`src/rtl/ex_flags_wb_pkg.sv`:
```
// Shared definitions for the ex_flags_wb stage: EFLAGS bit positions, flag-mask
// index order, reserved-bit handling and reset value.
package ex_flags_wb_pkg;
  localparam int CF_BIT = 0;
  localparam int PF_BIT = 2;
  localparam int AF_BIT = 4;
  localparam int ZF_BIT = 6;
  localparam int SF_BIT = 7;
  localparam int DF_BIT = 10;
  localparam int OF_BIT = 11;

  // Index of each flag within the 7-bit write mask {OF,DF,SF,ZF,AF,PF,CF}
  localparam int MI_CF = 0;
  localparam int MI_PF = 1;
  localparam int MI_AF = 2;
  localparam int MI_ZF = 3;
  localparam int MI_SF = 4;
  localparam int MI_DF = 5;
  localparam int MI_OF = 6;
  localparam int FW    = 7;

  localparam logic [31:0] EFLAGS_DEFINED = 32'h0000_0CD5;
  localparam logic [31:0] EFLAGS_ONES    = 32'h0000_0002;
  localparam logic [31:0] EFLAGS_RESET   = 32'h0000_0002;
endpackage

```
`src/rtl/ex_flags_wb_flags_merge.sv`:
```
// flags_merge: overlays masked flag bits onto an EFLAGS word, forcing the
// reserved bits to their fixed values.
module flags_merge
  import ex_flags_wb_pkg::*;
(
  input  logic [31:0]   i_base,
  input  logic [31:0]   i_flags,
  input  logic [FW-1:0] i_we,
  output logic [31:0]   o_eflags
);
  logic [31:0] w_bm;

  always_comb begin
    w_bm         = '0;
    w_bm[CF_BIT] = i_we[MI_CF];
    w_bm[PF_BIT] = i_we[MI_PF];
    w_bm[AF_BIT] = i_we[MI_AF];
    w_bm[ZF_BIT] = i_we[MI_ZF];
    w_bm[SF_BIT] = i_we[MI_SF];
    w_bm[DF_BIT] = i_we[MI_DF];
    w_bm[OF_BIT] = i_we[MI_OF];
  end

  assign o_eflags = (((i_base & ~w_bm) | (i_flags & w_bm)) & EFLAGS_DEFINED) | EFLAGS_ONES;
endmodule

```
`src/rtl/ex_flags_wb.sv`:
```
// Execute-to-writeback buffer with architectural EFLAGS commit.
// FLAGS_BYPASS_EN: eflags forwards buffered entries' flags and flags_busy is 0.
module ex_flags_wb #(
  parameter int          DEPTH        = 2,
  parameter logic [31:0] EFLAGS_RESET = ex_flags_wb_pkg::EFLAGS_RESET
) (
  input  logic        clk,
  input  logic        reset,
  input  logic        ex_valid,
  output logic        ex_ready,
  input  logic [31:0] ex_result,
  input  logic [31:0] ex_flags,
  input  logic [6:0]  ex_flag_we,
  input  logic [2:0]  ex_dest,
  input  logic        ex_reg_we,
  input  logic        flush,
  output logic        wb_valid,
  input  logic        wb_ready,
  output logic [31:0] wb_result,
  output logic [2:0]  wb_dest,
  output logic        wb_reg_we,
  output logic [31:0] eflags,
  output logic        flags_busy
);
  import ex_flags_wb_pkg::*;

  localparam int AW = (DEPTH > 1) ? $clog2(DEPTH) : 1;
  localparam int CW = $clog2(DEPTH + 1);

  logic [31:0]   r_result [DEPTH];
  logic [31:0]   r_flags  [DEPTH];
  logic [FW-1:0] r_fwe    [DEPTH];
  logic [2:0]    r_dest   [DEPTH];
  logic          r_rwe    [DEPTH];
  logic [AW-1:0] r_head, r_tail;
  logic [CW-1:0] r_count;
  logic [31:0]   r_eflags;

  logic w_empty, w_full, w_enq, w_deq;
  logic [31:0] w_commit;

  assign w_empty = (r_count == '0);
  assign w_full  = (r_count == CW'(DEPTH));
  assign w_enq   = ex_valid & ~w_full;
  assign w_deq   = wb_ready & ~w_empty;

  flags_merge u_commit (
    .i_base  (r_eflags),
    .i_flags (r_flags[r_head]),
    .i_we    (r_fwe[r_head]),
    .o_eflags(w_commit)
  );

  always_ff @(posedge clk) begin
    if (reset) begin
      r_head   <= '0;
      r_tail   <= '0;
      r_count  <= '0;
      r_eflags <= EFLAGS_RESET;
    end else if (flush) begin
      r_head  <= '0;
      r_tail  <= '0;
      r_count <= '0;
    end else begin
      if (w_enq) begin
        r_result[r_tail] <= ex_result;
        r_flags[r_tail]  <= ex_flags;
        r_fwe[r_tail]    <= ex_flag_we;
        r_dest[r_tail]   <= ex_dest;
        r_rwe[r_tail]    <= ex_reg_we;
        r_tail           <= r_tail + 1'b1;
      end
      if (w_deq) begin
        r_head   <= r_head + 1'b1;
        r_eflags <= w_commit;
      end
      r_count <= r_count + CW'(w_enq) - CW'(w_deq);
    end
  end

  assign ex_ready  = ~w_full;
  assign wb_valid  = ~w_empty;
  assign wb_result = w_empty ? '0 : r_result[r_head];
  assign wb_dest   = w_empty ? '0 : r_dest[r_head];
  assign wb_reg_we = ~w_empty & r_rwe[r_head];

`ifdef FLAGS_BYPASS_EN
  // Chain position k holds the k-th oldest entry; empty positions merge nothing.
  logic [31:0] w_chain [DEPTH+1];
  assign w_chain[0] = r_eflags;

  for (genvar k = 0; k < DEPTH; k++) begin : g_fwd
    logic [AW-1:0] w_idx;
    logic [FW-1:0] w_we;
    assign w_idx = r_head + AW'(k);
    assign w_we  = (CW'(k) < r_count) ? r_fwe[w_idx] : '0;
    flags_merge u_fwd (
      .i_base  (w_chain[k]),
      .i_flags (r_flags[w_idx]),
      .i_we    (w_we),
      .o_eflags(w_chain[k+1])
    );
  end

  assign eflags     = w_chain[DEPTH];
  assign flags_busy = 1'b0;
`else
  logic w_busy;
  always_comb begin
    w_busy = 1'b0;
    for (int k = 0; k < DEPTH; k++)
      if ((CW'(k) < r_count) && (|r_fwe[r_head + AW'(k)])) w_busy = 1'b1;
  end

  assign eflags     = r_eflags;
  assign flags_busy = w_busy;
`endif
endmodule

```
`config.mk`:
```
export PLATFORM = sky130hd
export DESIGN_NAME = ex_flags_wb
export DESIGN_NICKNAME = d
export VERILOG_FILES = /design/src/rtl/ex_flags_wb_pkg.sv /design/src/rtl/ex_flags_wb_flags_merge.sv /design/src/rtl/ex_flags_wb.sv
export SDC_FILE = /design/constraint.sdc
export NUM_CORES = 1
export LEC_CHECK = 0
export CAP_MARGIN = 20
export CELL_PAD_IN_SITES_DETAIL_PLACEMENT = 1
export CELL_PAD_IN_SITES_GLOBAL_PLACEMENT = 1
export CORE_ASPECT_RATIO = 1.5
export CORE_MARGIN = 2
export CORE_UTILIZATION = 30
export DETAILED_ROUTE_END_ITERATION = 10
export PLACE_DENSITY_LB_ADDON = 0.08
export SLEW_MARGIN = 20
export SYNTH_ARGS = -nofsm -noshare
export SYNTH_HDL_FRONTEND = slang
export SYNTH_HIERARCHICAL = 1
export SYNTH_SLANG_ARGS = --single-unit
export TNS_END_PERCENT = 10
```
`constraint.sdc`:
```
create_clock -name clk -period 5.21 [get_ports clk]
set_input_delay 1.042 -clock clk [delete_from_list [all_inputs] [get_ports clk]]
set_output_delay 1.042 -clock clk [all_outputs]
set_load 0.05 [all_outputs]
```
# Word level (Yosys, flattened, before mapping)
# Memories as Yosys holds them, arrays and structs flattened. A register that Yosys moved wholly into a read port is not among the register bits.
# Cells that the tools add are included.
# totals
ff_bits,11
ramBits,150
in_bits,80
wordCells,51
mem_count,5
# memory_table
name,words,width,read_ports,rd_ports_with_merged_regs,wr,line_no,text
r_flags,2,32,1,1,1,ex_flags_wb.sv:31,logic [31:0] r_flags [DEPTH];
r_result,2,32,1,1,1,ex_flags_wb.sv:30,logic [31:0] r_result [DEPTH];
r_fwe,2,7,2,1,1,ex_flags_wb.sv:32,logic [FW-1:0] r_fwe [DEPTH];
r_dest,2,3,1,1,1,ex_flags_wb.sv:33,logic [2:0] r_dest [DEPTH];
r_rwe,2,1,1,1,1,ex_flags_wb.sv:34,logic r_rwe [DEPTH];
# classes
add_sub_neg,4
magnitude_cmp,2
eq_ne,1
mux,18
bitwise,10
n_reduce_logical,7
# ops
cell,n
$mux 32,1
$and 12x12->12,2
$mux 1,16
$reduce_or 7->1,2
$not 12->12,1
$or 12x12->12,1
$lt 1x2->1 const A,2
$and 1x1->1,3
$mux 3,1
$not 1->1,3
$add 1x1->1 const B,2
$add 2x1->2,1
$eq 2x2->1 const B,1
$logic_and 1x1->1,2
$logic_not 2->1,1
$reduce_and 2->1,1
$reduce_or 2->1,1
$sub 2x1->2,1

# Depth between registers and ports, before layout
# Gate-level depths: netlist of run 1.
# logic_depth
depth_word,7
mapped_depth,7

# Cells and area by module
# The synthesis of run 1 kept the hierarchy.
# by_module_without_submodules
module,n_inst,cells_each,area_each_um2,seq_area_each_um2
ex_flags_wb,1,460,6982.9,5245.0
flags_merge,1,34,300.3,0.0

# Least setup slack after synthesis of run 1
# No wires, ideal clock.
# synth_path
kind,input -> register
startpoint,input port reset
endpoint,"memory r_dest[0][0], enable pin"
arrival_time_ns,4.593
path_slack_ns,0.108
stages,4
n_path_buf,1
cell_sequence,clkbuf_1 -> nor2_1 -> nand3_1 -> nor2_1
# synth_via
elab_chain_cells,2
# synth_lines
item,line_no,text
from (decl),ex_flags_wb.sv:8,"input logic reset,"
$mux 1,ex_flags_wb.sv:55,if (reset) begin
$mux 1 (not written as such),ex_flags_wb.sv:69,r_dest[r_tail] <= ex_dest;
to (decl),ex_flags_wb.sv:33,
# Every way passes these cells.

==> metrics.md, run 1 <==
| Metric | Value |
|---|---|
| IO Pins | `151` |
| Max Clk Rate | `0.2401 GHz` |
| Sequential power share | `46.7%` |
| HP Start | `eflags[12]` |
| Slowest stage delay, CP | `0.72 ns` |
| Vias | `3480` |
| RSZ-0062 raised after global routing | `no` |
| Crit start category | `flop` |
| Critical Path Slowest Stage Cell | `clkdlybuf4s50_1` |
| Initial cell density of the core | `30.66%` |
| Full die area | `0.01946 mm²` |
| Sw frac | `24.26%` |
| Port-buffer cells | `125` |
| Setup WS pre-CTS | `1.419 ns` |
| CP Class | `reg -> out` |
| Clk pwr share | `44.7%` |
| Area occupied by multi-input gates | `0.001546 mm²` |
| Max-Cap Viols | `0` |
| CP Cell Sequence | `buf_4, or3b_1, a211oi_2, a21boi_1, o22a_1, clkdlybuf4s50_1` |
| # DRC | `0` |
| First-pass GRT wire length | `19.51 mm` |
| Hold EP | `eflags[12]` |
| Hold Path Class | `reg -> reg` |
| Clk_lat worst skew | `0.42 ns` |
| Post-route cell area | `0.007443 mm²` |
| Tightest Pin Transition | `0.9793 ns` |
| Synth-to-Final Area Change | `35.33%` |
| PostCTS Resize Cnt | `0` |
| Final Hold Fails | `0` |
| Dpl cell area | `0.006874 mm²` |
| GP Congestion | `0.6716` |
| Combinational share of power | `8.7%` |
| Crit share post-route | `79.95%` |
| Setup TNS | `0 ns` |
| Final Max Tran Viols | `0` |
| First-pass DRT Iterations | `4` |
| H-tree Lvls | `4` |
| R2R Path Start | `r_count[0]` |
| Core area | `0.01794 mm²` |
| Net switching power | `0.0006244 W` |
| Vias in the first global route | `3741` |
| Routed WL per cell | `15.84 µm` |
| Reg area | `0.003745 mm²` |
| Clock sinks | `137` |
| CTS tree | `done` |
| CTS max path bufs | `2` |
| Final Non-Filler Cells | `774` |
| Internal power | `0.001949 W` |
| Mapped cell area | `0.005500 mm²` |
| Antenna cell count | `0` |
| R2R Setup Slk | `2.94 ns` |
| Hold Crit Depth | `2` |
| Fillers | `1864` |
| Final nets | `625` |
| Worst IR Drop VDD | `0.1938 mV` |
| Gr ovfl total | `0` |
| Status | `finished, final reports clean` |
| DP HPWL | `8.110 mm` |
| Final Setup Violations | `0` |
| Clk Tree Root Cell | `clkbuf_16` |
| Total CTS buffers | `17` |
| CP Capture Type | `output port` |
| Pin count of the biggest net entering global routing | `42` |
| Setup WS post-layout | `1.045 ns` |
| Hold buffers post-CTS | `0` |
| R2r endpoint | `r_flags[1][6]` |
| Max Clock Skew | `0.01066 ns` |
| Postcts setup bufs | `0` |
| Syn avg cell area | `13.13 µm²` |
| Worst-case reg-to-reg path depth | `4` |
| Width of the die | `114.6 µm` |
| Crit path max fanout | `18` |
| Synthesis Warnings | `6` |
| 1st-iter DRT viols | `69` |
| Worst relative slew slack | `34.56%` |
| Static Leakage | `2.456 nW` |
| Worst hold slack | `0.4535 ns` |
| Clock-pin slew on the worst setup and hold paths | `0.06 ns` |
| Final Critical Period | `4.165 ns` |
| Antenna Nets Post-Route | `0` |
| CP arrival | `3.12 ns` |
| Tot GR Track Use | `13.24%` |
| Row cnt | `60` |
| Layout cells sized above 1 | `12.39%` |
| Post-Syn Instances | `419` |
| Critical path required time | `4.17 ns` |
| Total wire length | `12.26 mm` |
| Inst Count DP | `742` |
| Vias per Instance | `4.496` |
| Pwr/cell area | `345.8 mW/mm²` |
| Initial antenna violation count | `0` |
| Die span in y | `169.8 µm` |
[cell usage in the layout, fill, tap and decap left out, types with 2 or more instances in the layout]
cell,count
clkdlybuf4s50_1,125
edfxtp_1,100
nand2_1,66
nor2_1,40
mux2i_1,36
dfxtp_1,36
a21oi_1,32
conb_1,25
clkbuf_16,17
mux2_2,12
mux2_4,9
buf_4,7
clkinv_4,5
inv_6,5
nor3_1,4
nor2_4,3
nor4_1,3
clkinvlp_4,3
inv_1,2
nand3_1,2
xor2_1,2
[registers in the layout (all words and copies together), names as in the netlist, named ones only]
register	cells
r_result	64
eflags	32
r_flags	14
r_fwe	14
r_dest	6
r_count	2
r_rwe	2
r_head	1
r_tail	1
[worst max-delay path, delay by kind of cell (launching register included)]
kind,cells,cell delay [ns]
AO/OA/AOI/OAI,3,0.52
buffers and inverters,2,1.13
flip-flops,1,0.63
AND/OR/NAND/NOR,1,0.40
[layer usage]
layer	global-route usage, %	up-vias	wire, µm
li1	-	1673	-
met2	24.23	79	6741
met3	4.558	7	644
met5	0	-	0
met1	13.68	1721	4752
met4	5.090	0	122
[final cells by class]
cell class / instances / area share (%)
sequential: 137 / 50.31
multi-input combinational: 254 / 20.78
clock inverter: 14 / 1.883
timing repair buffer: 132 / 17.52
clock buffer: 18 / 5.766
inverter: 2 / 0.1009
tap: 217 / 3.648
[power groups by stage]
stage | sequential, W | combinational [W] | clock (W)
finish | 0.00120 | 0.000223 | 0.00115
global route | 0.00120 | 0.000239 | 0.00123
CTS | 0.00120 | 0.000227 | 0.00119
detailed placement | 0.00122 | 0.000226 | 0
global placement | 0.00122 | 0.000223 | 0
floorplan | 0.00124 | 0.000126 | 0
[through the flow]
stage,utilization (%),total power [W]
6_report,41.49,0.002574
2_1_floorplan,-,0.001361
3_3_place_gp,38.31,0.001446
3_5_place_dp,38.31,0.001451
5_1_grt,41.49,0.002669
4_1_cts,41.49,0.002619
[worst max-delay path by stage]
stage	slack, ns	to
global route	0.86	flags_busy
floorplan	1.19	r_dest[0][0]
finish	1.04	flags_busy
detailed placement	1.42	flags_busy
CTS	0.95	flags_busy
global placement	1.43	flags_busy
Power figures use the tool's default switching activity.
==> run 2, diff against run 1 <==
==> constraint.sdc (replaced) <==
create_clock -name clk -period 4.31 [get_ports clk]
set_input_delay 0.862 -clock clk [delete_from_list [all_inputs] [get_ports clk]]
set_output_delay 0.862 -clock clk [all_outputs]
set_load 0.05 [all_outputs]
==> run 2 against run 1 <==
  * Die area unchanged
  * Via count down 2.1%
  * Flip-flop and latch count did not move
  * Routed wire length down 1.9%
  * Clock-buffer cell count decreased by 1
  * Register-to-register slack got worse by 0.94 ns
  * Clock power increased by 34%
  * Largest power group is now the clock network
==> metrics.md, run 2 (synthesized netlist as in run 1, its figures left out) <==
| Metric | Value |
|---|---|
| # DRC | `0` |
| Synth-to-Final Area Change | `36.62%` |
| Port-buffer cells | `125` |
| First-pass DRT Iterations | `3` |
| Die span in y | `169.8 µm` |
| IO Pins | `151` |
| Worst hold slack | `0.4554 ns` |
| CP Cell Sequence | `buf_4, mux2i_1, nor2_1, clkdlybuf4s50_1` |
| CTS max path bufs | `2` |
| Crit path max fanout | `29` |
| Max-Cap Viols | `0` |
| Postcts setup bufs | `0` |
| Pwr/cell area | `433.5 mW/mm²` |
| Crit start category | `flop` |
| Full die area | `0.01946 mm²` |
| Clk Tree Root Cell | `clkbuf_16` |
| Tightest Pin Transition | `0.6818 ns` |
| Most frequent cells in the layout | `125 x clkdlybuf4s50_1, 100 x edfxtp_1, 66 x nand2_1` |
| Row cnt | `60` |
| Final Max Tran Viols | `0` |
| Tot GR Track Use | `12.96%` |
| Final Setup Violations | `0` |
| Total wire length | `12.03 mm` |
| Buffers plus inverters on the worst setup path | `2` |
| Antenna Nets Post-Route | `0` |
| Status | `finished, final reports clean` |
| First-pass GRT wire length | `18.91 mm` |
| H-tree Lvls | `4` |
| Setup TNS | `0 ns` |
| PostCTS Resize Cnt | `0` |
| Critical path required time | `3.45 ns` |
| Hold Path Class | `reg -> reg` |
| Antenna cell count | `0` |
| Top reg by flops | `r_result` |
| Setup WS pre-CTS | `0.8915 ns` |
| Worst relative slew slack | `54.54%` |
| Fillers | `1874` |
| Max Clk Rate | `0.2643 GHz` |
| Max reg flops | `64` |
| Pin count of the biggest net entering global routing | `45` |
| Final Critical Period | `3.784 ns` |
| Crit share post-route | `87.79%` |
| Clock sinks | `137` |
| Layout cells sized above 1 | `12.25%` |
| GP Congestion | `0.6971` |
| Setup WS post-layout | `0.5262 ns` |
| CTS tree | `done` |
| Routed WL per cell | `15.58 µm` |
| Top delay family on crit path | `buffers and inverters` |
| Post-route cell area | `0.007515 mm²` |
| Worst IR Drop VDD | `0.2574 mV` |
| Gr ovfl total | `0` |
| Clock-pin slew on the worst setup and hold paths | `0.06 ns` |
| Slowest stage delay, CP | `0.83 ns` |
| Core area | `0.01794 mm²` |
| Initial cell density of the core | `30.66%` |
| CP Class | `reg -> out` |
| Critical Path Slowest Stage Cell | `clkdlybuf4s50_1` |
| 1st-iter DRT viols | `129` |
| Vias in the first global route | `3638` |
| Initial antenna violation count | `0` |
| RSZ-0062 raised after global routing | `no` |
| Vias per Instance | `4.415` |
| CP arrival | `2.92 ns` |
| Clk_lat worst skew | `0.41 ns` |
| DP HPWL | `7.942 mm` |
| Hold buffers post-CTS | `0` |
| Most common cell after layout, fill and taps aside | `clkdlybuf4s50_1` |
| Final Hold Fails | `0` |
| Static Leakage | `2.486 nW` |
| Total CTS buffers | `17` |
| Final nets | `624` |
| Vias | `3408` |
| CP Capture Type | `output port` |
| Dpl cell area | `0.006892 mm²` |
| Width of the die | `114.6 µm` |
| Max Clock Skew | `0.008223 ns` |
-- run 2: path summary, 6_finish.rpt --
check	start	endpoint	slack, ns	cells past startpoint
setup / recovery	flop	wb_result[18]	0.53	4
hold / removal	eflags[12]	eflags[12]	0.46	2
setup reg to reg	flop	eflags[10]	2.00	5
hold reg to reg	eflags[12]	eflags[12]	0.46	2
-- run 2: cell type report --
type / instances / area, µm² / area share (%)
inverter: 2 / 7.507 / 0.09990
clock buffer: 17 / 425.4 / 5.661
multi-input combinational: 254 / 1546 / 20.58
sequential: 137 / 3745 / 49.83
tap: 217 / 271.5 / 3.613
timing repair buffer: 131 / 1321 / 17.58
clock inverter: 14 / 197.7 / 2.631
-- run 2: through the flow --
step	cells	util, %	power (W)
floorplan	442	-	0.001645
global placement	741	38.41	0.001750
detailed placement	741	38.41	0.001755
CTS	772	41.88	0.003315
global route	772	41.88	0.003370
finish	772	41.88	0.003258
-- run 2: per-layer routing --
| layer | track usage (%) | routed length (µm) |
|---|---|---|
| met1 | 13.73 | 4813 |
| met2 | 23.33 | 6441 |
| met3 | 4.309 | 605 |
| met4 | 5.249 | 165 |
| met5 | 0 | 0 |
-- run 2: worst min-delay path: cells and delay by family (launching register included) --
family          cells  cell delay (ns)
compound gates      1             0.05
flops               1             0.31
simple gates        1             0.05
-- run 2: where the power goes --
part / internal [W] / switching [W]
Clock: 0.000969 / 0.000566
Combinational: 0.000112 / 0.000158
Sequential: 0.00144 / 0.0000122
Total: 0.00252 / 0.000737
